[src/rtl/regfile_pkg.sv]
// ============================================================================
// Module      : regfile_pkg
// Description : Shared defaults, types and helpers for the regfile_sb slice.
// Revision    : 1.0 - initial release
// ============================================================================
`default_nettype none

package regfile_pkg;

  localparam int REG_DATA_W = 32;
  localparam int REG_DEPTH  = 32;
  localparam int REG_ADDR_W = $clog2(REG_DEPTH);

  typedef logic [REG_ADDR_W-1:0] reg_addr_t;
  typedef logic [REG_DATA_W-1:0] reg_data_t;

  // True when the addressed register is the hard-wired zero register.
  function automatic logic is_hardwired(input logic addr_is_zero, input int zero_reg);
    return addr_is_zero && (zero_reg != 0);
  endfunction

endpackage

`default_nettype wire

[src/rtl/regfile_scoreboard.sv]
// ============================================================================
// Module      : regfile_scoreboard
// Description : Per-register busy bits with issue/writeback priority and a
//               registered popcount of the busy vector.
// Revision    : 1.0 - initial release
// ============================================================================
`default_nettype none

module regfile_scoreboard
  import regfile_pkg::*;
#(
  parameter int DEPTH    = REG_DEPTH,
  parameter int ADDR_W   = $clog2(DEPTH),
  parameter int ZERO_REG = 1
) (
  input  logic              clk_i,
  input  logic              rst_i,
  input  logic              set_en_i,
  input  logic [ADDR_W-1:0] set_addr_i,
  input  logic              clr_en_i,
  input  logic [ADDR_W-1:0] clr_addr_i,
  output logic [DEPTH-1:0]  busy_o,
  output logic [ADDR_W:0]   busy_count_o,
  output logic              wr_valid_o,
  output logic [ADDR_W-1:0] wr_addr_o
);

  logic [DEPTH-1:0] busy_q, busy_d;
  logic [ADDR_W:0]  count_q, count_d;
  logic             set_valid;

  assign set_valid  = set_en_i && !is_hardwired(set_addr_i == '0, ZERO_REG);
  assign wr_valid_o = clr_en_i && !is_hardwired(clr_addr_i == '0, ZERO_REG);
  assign wr_addr_o  = clr_addr_i;

  // Set is applied after clear so a same-cycle reissue keeps the register busy.
  always_comb begin
    busy_d = busy_q;
    if (wr_valid_o) begin
      busy_d[clr_addr_i] = 1'b0;
    end
    if (set_valid) begin
      busy_d[set_addr_i] = 1'b1;
    end
    count_d = '0;
    for (int i = 0; i < DEPTH; i++) begin
      count_d = count_d + {{ADDR_W{1'b0}}, busy_d[i]};
    end
  end

  always_ff @(posedge clk_i or posedge rst_i) begin
    if (rst_i) begin
      busy_q  <= '0;
      count_q <= '0;
    end else begin
      busy_q  <= busy_d;
      count_q <= count_d;
    end
  end

  assign busy_o       = busy_q;
  assign busy_count_o = count_q;

endmodule

`default_nettype wire

[src/rtl/regfile_sb.sv]
// ============================================================================
// Module      : regfile_sb
// Description : Parametrised two-read/one-write register file with an
//               integrated write-pending scoreboard.
//               Optional macro REGFILE_BYPASS_EN forwards the write port to
//               matching read ports in the same cycle.
// Revision    : 1.0 - initial release
// ============================================================================
`default_nettype none

module regfile_sb
  import regfile_pkg::*;
#(
  parameter int DATA_W   = REG_DATA_W,
  parameter int DEPTH    = REG_DEPTH,
  parameter int ADDR_W   = $clog2(DEPTH),
  parameter int ZERO_REG = 1
) (
  input  logic              clk,
  input  logic              reset,
  input  logic [ADDR_W-1:0] readAddr1,
  input  logic [ADDR_W-1:0] readAddr2,
  output logic [DATA_W-1:0] readData1,
  output logic [DATA_W-1:0] readData2,
  output logic              readBusy1,
  output logic              readBusy2,
  input  logic              writeEnable,
  input  logic [ADDR_W-1:0] writeAddr,
  input  logic [DATA_W-1:0] writeData,
  input  logic              issueEnable,
  input  logic [ADDR_W-1:0] issueAddr,
  output logic [ADDR_W:0]   busyCount
);

  logic [DATA_W-1:0] mem_q [DEPTH];
  logic [DEPTH-1:0]  busy;
  logic              wr_valid;
  logic [ADDR_W-1:0] wr_addr;

  regfile_scoreboard #(
    .DEPTH    (DEPTH),
    .ADDR_W   (ADDR_W),
    .ZERO_REG (ZERO_REG)
  ) u_scoreboard (
    .clk_i        (clk),
    .rst_i        (reset),
    .set_en_i     (issueEnable),
    .set_addr_i   (issueAddr),
    .clr_en_i     (writeEnable),
    .clr_addr_i   (writeAddr),
    .busy_o       (busy),
    .busy_count_o (busyCount),
    .wr_valid_o   (wr_valid),
    .wr_addr_o    (wr_addr)
  );

  always_ff @(posedge clk or posedge reset) begin
    if (reset) begin
      for (int i = 0; i < DEPTH; i++) begin
        mem_q[i] <= '0;
      end
    end else if (wr_valid) begin
      mem_q[wr_addr] <= writeData;
    end
  end

  function automatic logic [DATA_W-1:0] port_data(input logic [ADDR_W-1:0] a);
    logic [DATA_W-1:0] d;
    d = mem_q[a];
`ifdef REGFILE_BYPASS_EN
    if (wr_valid && (wr_addr == a)) begin
      d = writeData;
    end
`endif
    if (is_hardwired(a == '0, ZERO_REG)) begin
      d = '0;
    end
    return d;
  endfunction

  // A forwarded write retires the pending bit unless the same register is reissued.
  function automatic logic port_busy(input logic [ADDR_W-1:0] a);
    logic b;
    b = busy[a];
`ifdef REGFILE_BYPASS_EN
    if (wr_valid && (wr_addr == a)) begin
      b = issueEnable && (issueAddr == a);
    end
`endif
    if (is_hardwired(a == '0, ZERO_REG)) begin
      b = 1'b0;
    end
    return b;
  endfunction

  assign readData1 = port_data(readAddr1);
  assign readData2 = port_data(readAddr2);
  assign readBusy1 = port_busy(readAddr1);
  assign readBusy2 = port_busy(readAddr2);

endmodule

`default_nettype wire
[config.mk]
export PLATFORM = sky130hd
export DESIGN_NAME = regfile_sb
export DESIGN_NICKNAME = d
export VERILOG_FILES = /design/src/rtl/regfile_pkg.sv /design/src/rtl/regfile_scoreboard.sv /design/src/rtl/regfile_sb.sv
export SDC_FILE = /design/constraint.sdc
export NUM_CORES = 2
export LEC_CHECK = 0
export CORE_ASPECT_RATIO = 1.1
export CORE_UTILIZATION = 30
export CTS_CLUSTER_DIAMETER = 50
export DETAILED_ROUTE_END_ITERATION = 10
export PLACE_DENSITY = 0.47
export SLEW_MARGIN = 0
export SYNTH_ARGS = -nofsm -noshare
export SYNTH_HDL_FRONTEND = slang
export SYNTH_SLANG_ARGS = --single-unit
[constraint.sdc]
create_clock -name clk -period 57.4 [get_ports clk]
set_clock_uncertainty 0.05 [all_clocks]
set_input_delay 14.35 -clock clk [delete_from_list [all_inputs] [get_ports clk]]
set_output_delay 14.35 -clock clk [all_outputs]
set_load 0.02 [all_outputs]
==> flow_metrics.tcl <==
set metrics [dict create \
    min_path_type "reg2reg" \
    synthArstFlopShare_pct 100 \
    final_cells 6429 \
    ff_latch_area_um2 26600 \
    clk_pin_slew_ns 0.05 \
    power_mw 2.65 \
    setup_slack_ns 23.47 \
    die_h_um 459 \
    syn-num-nets 3942 \
    nFillCells 18400 \
    cts_buffers 147 \
    yosys.cell_types.count 38 \
    io_buffers 127 \
    drtIter0Drc 2448 \
    cp_common_cell "buf_4" \
    ioPinCount 128 \
    num_vias 36200 \
    cts_tree "done" \
    core_area_um2 188000 \
    critPathSlowestCell "a311oi_1" \
    dp_slack_ns 23.35 \
    antenna_found_initial 12 \
    maxSlewHeadroom_pct 13.1 \
    gr-total-overflow 0 \
    detail_route.wl_per_cell_um 31.5 \
    crit_type "in2out" \
    avgViaCountPerCell 5.63 \
    period_minus_slack_ns 33.93 \
    gr-usage-all-layers_pct 21.3 \
    power_density_nw_per_um2 40.4 \
    yosysSeqAreaShare_pct 46.7 \
    ys_top_cells_by_area "dfrtp_1, mux2_2, mux4_2, mux2i_1, clkbuf_1" \
    syn_avg_cell_area_um2 14.8 \
    synth_edf_count 0 \
    outcome "finished, final reports clean" \
    irDropWorstVdd_mv 0.170 \
    post_cts_resize_count 0 \
    grt_pass1_vias 38600 \
    synth_top_flop_cell "dfrtp_1" \
    cts_root_buf "clkbuf_16" \
    clock-sinks 1062 \
    cp-end-kind "output pin" \
    setup_viol 0 \
    worstMarginPinSlew_ns 1.29 \
    drtAntennaViolNets 0 \
    drc 0 \
    h-tree-depth 4 \
    netlist_instances 3854 \
    grt_pass1_wl_um 293000 \
    cts_setup_buffers 0 \
    hold_viol_final 0 \
    synth_top_cell_by_area "dfrtp_1" \
    die-area_um2 191000 \
    insertion_delay_ns 0.79 \
    crit_chain "buf_8, buf_4, buf_4, buf_4, mux4_2, o2111ai_1, a311oi_1, clkdlybuf4s50_1" \
    dp_hpwl_um 111000 \
    fin_util_pct 34.8 \
    start_util_pct 30.2 \
    critPathMaxFanout 58 \
    critPathLaunchType "input port" \
    postRouteWirelength_um 203000 \
    yosysTopAreaCellShare_pct 46.7 \
    setup-tns-final_ns 0 \
    final_common_cell "dfrtp_1" \
    final_net_count 3866 \
    gp_congestion 0.763 \
    synth_area_um2 56900 \
    row_count 167 \
    yosysWarnings 0 \
    finalCritPeriodShare_pct 59.1 \
    final_cell_mix "dfrtp_1, mux2_2, mux4_2" \
    dp.cells 6164 \
    ctsHoldBuffers 0 \
    die_w_um 417 \
    critical-path-max-stage-delay_ns 0.98 \
    rsz0062_at_grt "false" \
    area_growth_pct 15.2 \
    layout-drive-gt1-share_pct 49.0 \
    drv_slew 0 \
    maxCapViolations 0 \
    clk_path_buf_depth 3 \
    p_leak_nw 28.0 \
    cp.required_ns 43.00 \
    cp.arrival_ns 19.53 \
    multi_input_area_um2 28700 \
    max_freq_mhz 29.5 \
    synth_seq_cells 1062 \
    grt_max_degree 153 \
    dr.pass1.iters 5 \
]
registers in the layout, indices dropped and copies added, names as in the netlist:
register and cells:
mem_q 1024, u_scoreboard.busy_count_o 6, u_scoreboard.busy_o 32
critical path: cells and delay by family:
kind,cells,cell delay [ns]
AO/OA/AOI/OAI,2,1.08
buffers and inverters,5,3.56
multiplexers,1,0.35
worst paths after layout:
path | cells past startpoint | endpoint | slack, ns | from
max in group asynchronous | 6 | mem_q[1002]$_DFFE_PP0P_ | 39.40 | reset
worst max register to register | 17 | u_scoreboard.busy_count_o[4]$_DFF_PP0_ | 52.03 | u_scoreboard.busy_o[1]$_DFF_PP0_
min in group asynchronous | 2 | mem_q[702]$_DFFE_PP0P_ | 14.01 | reset
worst min-delay path | 0 | mem_q[993]$_DFFE_PP0P_ | 0.34 | mem_q[993]$_DFFE_PP0P_
worst min register to register | 0 | mem_q[993]$_DFFE_PP0P_ | 0.34 | mem_q[993]$_DFFE_PP0P_
worst max-delay path | 8 | readData1[29] | 23.47 | readAddr1[2]
through the flow:
step / area [µm²] / hold slack [ns]
finish: 65600 / 0.341
global route: 65600 / 0.361
CTS: 65600 / 0.344
detailed placement: 60600 / 0.333
global placement: 60600 / 0.327
floorplan: 56900 / 0.391
cells by family after synthesis:
logic type      count (synthesis)  share of synthesized area (%)
compound gates                421                           5.38
xor+xnor                        3                         0.0462
fa+ha+maj                      32                           1.02
buf+inv                       481                           3.48
flops                        1062                           46.7
mux                          1652                           41.5
simple gates                  203                           1.86
area by class of cell:
cell class | instances | area share (%)
Clock inverter | 62 | 1.15
Tap cell | 2535 | 4.84
Clock buffer | 200 | 6.49
Antenna cell | 3 | 0.0114
Timing Repair Buffer | 220 | 3.05
Sequential cell | 1062 | 40.5
Inverter | 36 | 0.225
Multi-Input combinational cell | 2311 | 43.7
routing by layer:
layer / wire (µm) / track usage, %
met2: 97300 / 34.7
met1: 89600 / 29.0
met3: 10500 / 3.80
met4: 5310 / 6.10
met5: 26 / 0
where the power goes:
group / switching, mW / internal [mW]
sequential: 0.0992 / 0.899
clock: 0.366 / 0.575
combinational: 0.324 / 0.389
cell usage after synthesis, drive strengths merged, types with 19 or more instances:
cell type  number
buf           179
o21ai         117
a22o           26
o2111ai        20
mux4          462
a22oi          75
nand2          76
a221oi         46
a311oi         66
mux2i         132
nor2b          74
clkbuf        266
fa             24
inv            36
a211oi         66
nor2           19
mux2         1058
dfrtp        1062
Power figures use the tool's default switching activity.
